## config.mk

```make
export PLATFORM = sky130hd
export DESIGN_NAME = control_unit
export DESIGN_NICKNAME = d
export VERILOG_FILES = /design/src/rtl/cpu_ctrl_pkg.sv /design/src/rtl/control_decode.sv /design/src/rtl/control_unit.sv
export SDC_FILE = /design/constraint.sdc
export NUM_CORES = 1
export LEC_CHECK = 0
export ABC_AREA = 1
export CELL_PAD_IN_SITES_DETAIL_PLACEMENT = 0
export CELL_PAD_IN_SITES_GLOBAL_PLACEMENT = 1
export CORE_MARGIN = 10
export CORE_UTILIZATION = 42
export DETAILED_ROUTE_END_ITERATION = 10
export DONT_BUFFER_PORTS = 1
export PLACE_DENSITY = 0.94
export SLEW_MARGIN = 20
export SYNTH_ARGS = -nofsm -noshare
export SYNTH_HDL_FRONTEND = slang
export SYNTH_SLANG_ARGS = --single-unit
```

## constraint.sdc

```tcl
create_clock -name clk -period 2.62 [get_ports clk]
set_input_delay 0.131 -clock clk [delete_from_list [all_inputs] [get_ports clk]]
set_output_delay 0.131 -clock clk [all_outputs]
set_load 0.02 [all_outputs]
```

## src/rtl/cpu_ctrl_pkg.sv

```systemverilog
// Shared definitions for the microcoded CPU control unit: control-word bit
// positions, ALU operation codes, instruction opcodes and FSM state codes.
package cpu_ctrl_pkg;

    // Control word widths
    localparam int LD_W = 9;
    localparam int TR_W = 6;

    // LoadSignal bit positions
    localparam int LD_R   = 0;
    localparam int LD_PC  = 1;
    localparam int LD_SP  = 2;
    localparam int LD_F   = 3;
    localparam int LD_T   = 4;
    localparam int LD_MAR = 5;
    localparam int LD_MDM = 6;
    localparam int LD_MDZ = 7;
    localparam int LD_IR  = 8;

    // TransferSignal bit positions (bus drivers, at most one active)
    localparam int TR_R   = 0;
    localparam int TR_PC  = 1;
    localparam int TR_SP  = 2;
    localparam int TR_MAR = 3;
    localparam int TR_MDR = 4;
    localparam int TR_L   = 5;

    // ALU operation codes
    localparam logic [2:0] ALU_ADD   = 3'b000;
    localparam logic [2:0] ALU_SUB   = 3'b001;
    localparam logic [2:0] ALU_AND   = 3'b010;
    localparam logic [2:0] ALU_OR    = 3'b011;
    localparam logic [2:0] ALU_XOR   = 3'b100;
    localparam logic [2:0] ALU_PASSX = 3'b101;
    localparam logic [2:0] ALU_INCX  = 3'b110;
    localparam logic [2:0] ALU_DECX  = 3'b111;

    // Opcodes in IR[14:12] when IR[15] = 0
    localparam logic [2:0] OPC_PUSH = 3'b000;
    localparam logic [2:0] OPC_POP  = 3'b001;
    localparam logic [2:0] OPC_ALU  = 3'b010;
    localparam logic [2:0] OPC_CALL = 3'b011;
    localparam logic [2:0] OPC_RET  = 3'b100;
    localparam logic [2:0] OPC_HALT = 3'b101;

    // FSM state encoding
    typedef logic [4:0] state_t;

    localparam state_t ST_F0   = 5'd0;   // fetch: PC -> MAR
    localparam state_t ST_F1   = 5'd1;   // fetch: read word, PC+1
    localparam state_t ST_DEC  = 5'd2;   // dispatch
    localparam state_t ST_P0   = 5'd3;   // PUSH: SP-1
    localparam state_t ST_P1   = 5'd4;   // PUSH: R -> MDR
    localparam state_t ST_P2   = 5'd5;   // PUSH: write
    localparam state_t ST_Q0   = 5'd6;   // POP: SP -> MAR
    localparam state_t ST_Q1   = 5'd7;   // POP: read
    localparam state_t ST_Q2   = 5'd8;   // POP: MDR -> R
    localparam state_t ST_Q3   = 5'd9;   // POP: SP+1
    localparam state_t ST_A0   = 5'd10;  // ALU: SP -> MAR
    localparam state_t ST_A1   = 5'd11;  // ALU: read first operand
    localparam state_t ST_A2   = 5'd12;  // ALU: MDR -> T
    localparam state_t ST_A3   = 5'd13;  // ALU: SP+1 -> SP, MAR
    localparam state_t ST_A4   = 5'd14;  // ALU: read second operand
    localparam state_t ST_A5   = 5'd15;  // ALU: compute, flags
    localparam state_t ST_A6   = 5'd16;  // ALU: write result
    localparam state_t ST_B0   = 5'd17;  // branch: PC -> T
    localparam state_t ST_B1   = 5'd18;  // branch: T + offset -> PC
    localparam state_t ST_C0   = 5'd19;  // CALL: SP-1
    localparam state_t ST_C1   = 5'd20;  // CALL: PC -> MDR
    localparam state_t ST_C2   = 5'd21;  // CALL: write return address
    localparam state_t ST_R0   = 5'd22;  // RET: SP -> MAR
    localparam state_t ST_R1   = 5'd23;  // RET: read return address
    localparam state_t ST_R2   = 5'd24;  // RET: MDR -> PC
    localparam state_t ST_R3   = 5'd25;  // RET: SP+1
    localparam state_t ST_HALT = 5'd26;  // stopped until reset

    // Decoded control word produced by the decoder each cycle
    typedef struct packed {
        logic [LD_W-1:0] load;
        logic [TR_W-1:0] xfer;
        logic [2:0]      alop;
        logic            mem_read;
        logic            mem_write;
        logic            halted;
    } ctrl_t;

    // ALU opcodes above XOR are undefined and execute as NOP
    function automatic logic alu_op_valid(input logic [2:0] op);
        return (op <= ALU_XOR);
    endfunction

endpackage

```

## src/rtl/control_decode.sv

```systemverilog
// Combinational control-word decoder: registered state (plus IR op field and
// memory Ready) -> load/transfer/ALU/memory strobes.
module control_decode
    import cpu_ctrl_pkg::*;
(
    input  logic [4:0] state,
    input  logic [2:0] alu_op,
    input  logic       ready,
    output ctrl_t      sig
);

    // Per-state control word; register loads in wait states only on Ready
    always_comb begin
        sig = '0;
        case (state)
            ST_F0: begin
                sig.xfer[TR_PC]  = 1'b1;
                sig.alop         = ALU_PASSX;
                sig.load[LD_MAR] = 1'b1;
            end
            ST_F1: begin
                sig.mem_read = 1'b1;
                if (ready) begin
                    sig.load[LD_IR] = 1'b1;
                    sig.xfer[TR_PC] = 1'b1;
                    sig.alop        = ALU_INCX;
                    sig.load[LD_PC] = 1'b1;
                end
            end
            ST_P0, ST_C0: begin
                sig.xfer[TR_SP]  = 1'b1;
                sig.alop         = ALU_DECX;
                sig.load[LD_SP]  = 1'b1;
                sig.load[LD_MAR] = 1'b1;
            end
            ST_P1: begin
                sig.xfer[TR_R]   = 1'b1;
                sig.alop         = ALU_PASSX;
                sig.load[LD_MDZ] = 1'b1;
            end
            ST_C1: begin
                sig.xfer[TR_PC]  = 1'b1;
                sig.alop         = ALU_PASSX;
                sig.load[LD_MDZ] = 1'b1;
            end
            ST_P2, ST_A6, ST_C2: begin
                sig.mem_write = 1'b1;
            end
            ST_Q0, ST_A0, ST_R0: begin
                sig.xfer[TR_SP]  = 1'b1;
                sig.alop         = ALU_PASSX;
                sig.load[LD_MAR] = 1'b1;
            end
            ST_Q1, ST_A1, ST_A4, ST_R1: begin
                sig.mem_read = 1'b1;
                if (ready) begin
                    sig.load[LD_MDM] = 1'b1;
                end
            end
            ST_Q2: begin
                sig.xfer[TR_MDR] = 1'b1;
                sig.alop         = ALU_PASSX;
                sig.load[LD_R]   = 1'b1;
            end
            ST_R2: begin
                sig.xfer[TR_MDR] = 1'b1;
                sig.alop         = ALU_PASSX;
                sig.load[LD_PC]  = 1'b1;
            end
            ST_Q3, ST_R3: begin
                sig.xfer[TR_SP] = 1'b1;
                sig.alop        = ALU_INCX;
                sig.load[LD_SP] = 1'b1;
            end
            ST_A2: begin
                sig.xfer[TR_MDR] = 1'b1;
                sig.load[LD_T]   = 1'b1;
            end
            ST_A3: begin
                sig.xfer[TR_SP]  = 1'b1;
                sig.alop         = ALU_INCX;
                sig.load[LD_SP]  = 1'b1;
                sig.load[LD_MAR] = 1'b1;
            end
            ST_A5: begin
                sig.xfer[TR_MDR] = 1'b1;
                sig.alop         = alu_op;
                sig.load[LD_MDZ] = 1'b1;
                sig.load[LD_F]   = 1'b1;
            end
            ST_B0: begin
                sig.xfer[TR_PC] = 1'b1;
                sig.load[LD_T]  = 1'b1;
            end
            ST_B1: begin
                sig.xfer[TR_L]  = 1'b1;
                sig.alop        = ALU_ADD;
                sig.load[LD_PC] = 1'b1;
            end
            ST_HALT: begin
                sig.halted = 1'b1;
            end
            default: begin
                // DEC and unused codes drive nothing
            end
        endcase
    end

endmodule

```

## src/rtl/control_unit.sv

```systemverilog
// CPU control unit: state register with next-state sequencing, a separate
// combinational decoder for the control word, and reset gating of outputs.
module control_unit
    import cpu_ctrl_pkg::*;
(
    input  logic            clk,
    input  logic            reset,
    input  logic [15:0]     Instruction,
    input  logic            Status,
    input  logic            Ready,
    output logic [LD_W-1:0] LoadSignal,
    output logic [TR_W-1:0] TransferSignal,
    output logic [2:0]      ALOP,
    output logic            MemRead,
    output logic            MemWrite,
    output logic            Halted
);

    state_t state_reg;
    state_t state_next;
    ctrl_t  dec_sig;

    // The branch offset field is consumed by the datapath, not here
    logic unused_ir_bits;
    assign unused_ir_bits = ^Instruction[11:3];

    // State register; reset forces fetch from any state, including waits
    always_ff @(posedge clk or posedge reset) begin
        if (reset) begin
            state_reg <= ST_F0;
        end else begin
            state_reg <= state_next;
        end
    end

    // Next-state sequencing; wait states advance only on Ready
    always_comb begin
        state_next = state_reg;
        case (state_reg)
            ST_F0:   state_next = ST_F1;
            ST_F1:   if (Ready) state_next = ST_DEC;
            ST_DEC: begin
                if (Instruction[15]) begin
                    state_next = Status ? ST_B0 : ST_F0;
                end else begin
                    case (Instruction[14:12])
                        OPC_PUSH: state_next = ST_P0;
                        OPC_POP:  state_next = ST_Q0;
                        OPC_ALU:  state_next = alu_op_valid(Instruction[2:0]) ? ST_A0 : ST_F0;
                        OPC_CALL: state_next = ST_C0;
                        OPC_RET:  state_next = ST_R0;
                        OPC_HALT: state_next = ST_HALT;
                        default:  state_next = ST_F0;
                    endcase
                end
            end
            ST_P0:   state_next = ST_P1;
            ST_P1:   state_next = ST_P2;
            ST_P2:   if (Ready) state_next = ST_F0;
            ST_Q0:   state_next = ST_Q1;
            ST_Q1:   if (Ready) state_next = ST_Q2;
            ST_Q2:   state_next = ST_Q3;
            ST_Q3:   state_next = ST_F0;
            ST_A0:   state_next = ST_A1;
            ST_A1:   if (Ready) state_next = ST_A2;
            ST_A2:   state_next = ST_A3;
            ST_A3:   state_next = ST_A4;
            ST_A4:   if (Ready) state_next = ST_A5;
            ST_A5:   state_next = ST_A6;
            ST_A6:   if (Ready) state_next = ST_F0;
            ST_B0:   state_next = ST_B1;
            ST_B1:   state_next = ST_F0;
            ST_C0:   state_next = ST_C1;
            ST_C1:   state_next = ST_C2;
            ST_C2:   if (Ready) state_next = ST_B0;
            ST_R0:   state_next = ST_R1;
            ST_R1:   if (Ready) state_next = ST_R2;
            ST_R2:   state_next = ST_R3;
            ST_R3:   state_next = ST_F0;
            ST_HALT: state_next = ST_HALT;
            default: state_next = ST_F0;
        endcase
    end

    control_decode u_decode (
        .state  (state_reg),
        .alu_op (Instruction[2:0]),
        .ready  (Ready),
        .sig    (dec_sig)
    );

    // Outputs are forced low for as long as reset is held
    for (genvar gi = 0; gi < LD_W; gi++) begin : g_load
        assign LoadSignal[gi] = dec_sig.load[gi] & ~reset;
    end

    for (genvar gi = 0; gi < TR_W; gi++) begin : g_xfer
        assign TransferSignal[gi] = dec_sig.xfer[gi] & ~reset;
    end

    for (genvar gi = 0; gi < 3; gi++) begin : g_alop
        assign ALOP[gi] = dec_sig.alop[gi] & ~reset;
    end

    assign MemRead  = dec_sig.mem_read  & ~reset;
    assign MemWrite = dec_sig.mem_write & ~reset;
    assign Halted   = dec_sig.halted    & ~reset;

endmodule
```

==> results by group <==
Yosys
  • Post-synthesis sequential area ratio: 13.3%
  • Yosys reg bits: 5
  • Synthesized Nets: 201
  • Average size of a mapped cell: 5.18 µm²
  • Yosys cell types: 23
  • Post-Synthesis Cells: 181
  • Syn Std Cell Area: 938 µm²
  • Yosys warns: 0

Floorplan
  • Initial Util: 43.3%
  • # rows: 17
  • Die Wd: 67.3 µm
  • Core ar.: 2170 µm²
  • Die height: 67.3 µm
  • Ports: 41
  • Die area: 4530 µm²

Timing
  • Slew Limit Fails: 0
  • Peak Freq: 0.458 GHz
  • Endpoints failing hold: 0
  • Fin Clk Skew: 0.00189 ns
  • Final setup fails: 0
  • Setup TNS: 0 ns
  • Final worst-path cycle share: 83.3%
  • Rel. slew slack: 55.5%
  • RSZ-0062 raised after global routing: false
  • Crit path time final: 2.18 ns
  • Worst-margin pin slew: 0.663 ns

CTS
  • Clock Tree Root: clkbuf_4
  • Clk slew on worst S/H paths: 0.05 ns
  • CTS sink count: 5
  • TritonCTS clock tree: built
  • Worst-Skew Late Latency: 0.25 ns
  • Total CTS buffers: 3
  • Post-CTS setup buffers: 0
  • Clk buf depth: 2
  • H-Tree Depth: 1

Detailed routing
  • Routed Antenna Nets: 0
  • DRC: 0
  • WL/cell: 13.7 µm
  • Vias per cell: 5.37
  • Post-Route WL: 2870 µm
  • Pre-antenna DRT Iters: 4
  • Vias: 1,127
  • DRT iter0 DRCs: 88

Global routing
  • Vias in the first global route: 992
  • GRT Total Usage: 12.7%
  • Remaining Overflow, GRT: 0
  • Global-route wire length before repair: 4570 µm
  • Pin count of the biggest net entering global routing: 21
  • Antenna violations before repair: 0

Power and ir drop
  • Comb pwr share: 73.2%
  • Maximum vdd drop: 0.357 mV
  • Internal cell power: 0.000374 W
  • Sequential share of power: 17.7%
  • Lkg Pwr: 0.537 nW
  • Sw Ratio: 63.2%
  • Pwr dens: 1020 nW/µm²
  • Switching power: 0.000643 W
  • Clock share of power: 9.1%

Finish
  • Largest register FFs: 5
  • Share of cells above drive strength 1: 12.1%
  • Register area: 125 µm²
  • Multi-input logic area: 709 µm²
  • Final Util: 45.7%
  • ANT cells: 0
  • Total Nets Final: 203
  • Layout area overhead: 5.73%
  • Final-layout fill cell count: 253
  • Finished Layout Cells: 210

Placement
  • Buffers on Ports: 0
  • DP Cell Count: 205
  • HPWL after DPL: 2380 µm
  • Placer Congestion: 0.919

Flow run
  • Max Cap Violations: 0

Critical path
  • Arr. time, crit path: 2.05 ns
  • CP required: 2.49 ns
  • Flop-to-flop setup slack: 1.04 ns
  • Nature of the critical path endpoint: primary output
  • Crit Path Max Fanout: 7
  • Crit Path Class: register to primary output
  • CP Launch Type: register
  • Reg-to-reg startpoint: state_reg[0]$_DFFE_PP0P_
  • Worst Reg-to-Reg Cells: 9
  • Reg2reg end: state_reg[2]$_DFFE_PP0P_

Outcome
  • Status: finished clean

Worst hold path
  • Worst Hold Class: input port to register
  • Hold Path End: state_reg[3]$_DFFE_PP0P_
  • Hold Path Stages: 3
  • Worst hold start: Ready
[worst max-delay path, cell delays in order, from the launching register on]
cell and delay, ns:
dfrtp_1 0.48, nor2_2 0.30, nand2_2 0.13, nor2_2 0.13, nand2_1 0.17, nand2_1 0.12, nor2_1 0.04, a21oi_1 0.42
[cells in the final DEF (no fill, tap or decap)]
master         instances
a41oi_1                2
clkbuf_4               3
o21ai_1                3
a21oi_1               10
nand3b_1               1
nand3_1               25
nand2_2                5
o21a_1                 1
nor2_1                22
conb_1                 1
nor3_1                 5
a31oi_1                4
nor2_2                 3
inv_1                 16
nand2_1               61
clkbuf_1               1
nor3_2                 1
dlygate4sd3_1          1
inv_2                  5
dfrtp_1                5
buf_4                  1
o21ai_0                2
nor2_4                 3
nand3_4                1
[Yosys cell counts]
master | n | share of area [%]
a21oi_1 | 10 | 5.3
nand3_4 | 1 | 1.9
buf_4 | 1 | 0.80
nand2_2 | 5 | 3.3
clkbuf_1 | 2 | 0.80
a31oi_1 | 4 | 2.7
nor2_2 | 3 | 2.0
buf_2 | 2 | 1.1
nand3_1 | 25 | 13
a41oi_1 | 2 | 1.9
o21ai_0 | 2 | 1.1
dfrtp_1 | 5 | 13
nor2_1 | 22 | 8.8
conb_1 | 1 | 0.40
nor3_1 | 5 | 2.7
nor3_2 | 1 | 1.1
nand3b_1 | 1 | 0.80
nand2_1 | 61 | 24
nor2_4 | 3 | 3.6
o21ai_1 | 3 | 1.6
o21a_1 | 1 | 0.80
inv_2 | 5 | 2.0
inv_1 | 16 | 6.4
[per-stage QoR]
step / setup slack [ns] / power (W) / instance area (µm²) / hold slack [ns]
floorplan: 1.02 / 0.000779 / 938 / 0.124
global placement: 0.765 / 0.000907 / 956 / -0.0676
detailed placement: 0.740 / 0.000918 / 956 / -0.0535
CTS: 0.476 / 0.00101 / 992 / 0.0373
global route: 0.401 / 0.00111 / 992 / 0.0828
finish: 0.438 / 0.00102 / 992 / 0.0380
[layer usage]
metal / vias up / wire (µm) / track usage, % / part of all wire (%)
met5: - / 0 / 0 / 0
met4: 0 / 33 / 4.36 / 1.1
met3: 4 / 274 / 3.80 / 9.5
met2: 50 / 1410 / 21.1 / 49
met1: 482 / 1150 / 15.1 / 40
li1: 591 / - / - / -
[power groups by stage]
stage / Clock, W / Combinational [W] / Sequential [W]
after floorplan: 0 / 0.000631 / 0.000149
after global placement: 0 / 0.000729 / 0.000178
after detailed placement: 0 / 0.000740 / 0.000178
after CTS: 0.0000925 / 0.000743 / 0.000177
after global routing: 0.0000964 / 0.000835 / 0.000183
final: 0.0000924 / 0.000745 / 0.000180
[worst max-delay path by stage]
stage	depth (start not counted)	start	end	slack [ns]
2_1_floorplan	7	state_reg[2]$_DFFE_PP0P_	ALOP[2]	1.02
3_3_place_gp	7	state_reg[2]$_DFFE_PP0P_	ALOP[2]	0.76
3_5_place_dp	7	state_reg[2]$_DFFE_PP0P_	ALOP[2]	0.74
4_1_cts	7	state_reg[2]$_DFFE_PP0P_	ALOP[2]	0.48
5_1_grt	5	state_reg[0]$_DFFE_PP0P_	TransferSignal[0]	0.40
6_report	7	state_reg[2]$_DFFE_PP0P_	ALOP[2]	0.44
[layout make-up]
type	instances	area share [%]
Clock buffer	4	2.65
Tap cell	28	3.53
Timing Repair Buffer	2	1.77
Multi-Input combinational cell	150	71.5
Inverter	21	7.94
Sequential cell	5	12.6
[logic make-up (layout without fill, tap and decap cells)]
kind of cell	Yosys count	in the layout	synth area share [%]
buffers and inverters	26	27	11.1
AOI/OAI and AO/OA	22	22	13.3
other	1	1	0.400
and+or+nand+nor	127	127	61.9
DFF	5	5	13.3
[timing repair]
item | in CTS | in global routing
gates resized for setup | 0 | 0
hold buffers | 1 | 0
endpoints found under the hold margin | 5 | 0
No activity file was read; power rests on OpenSTA's default activity.
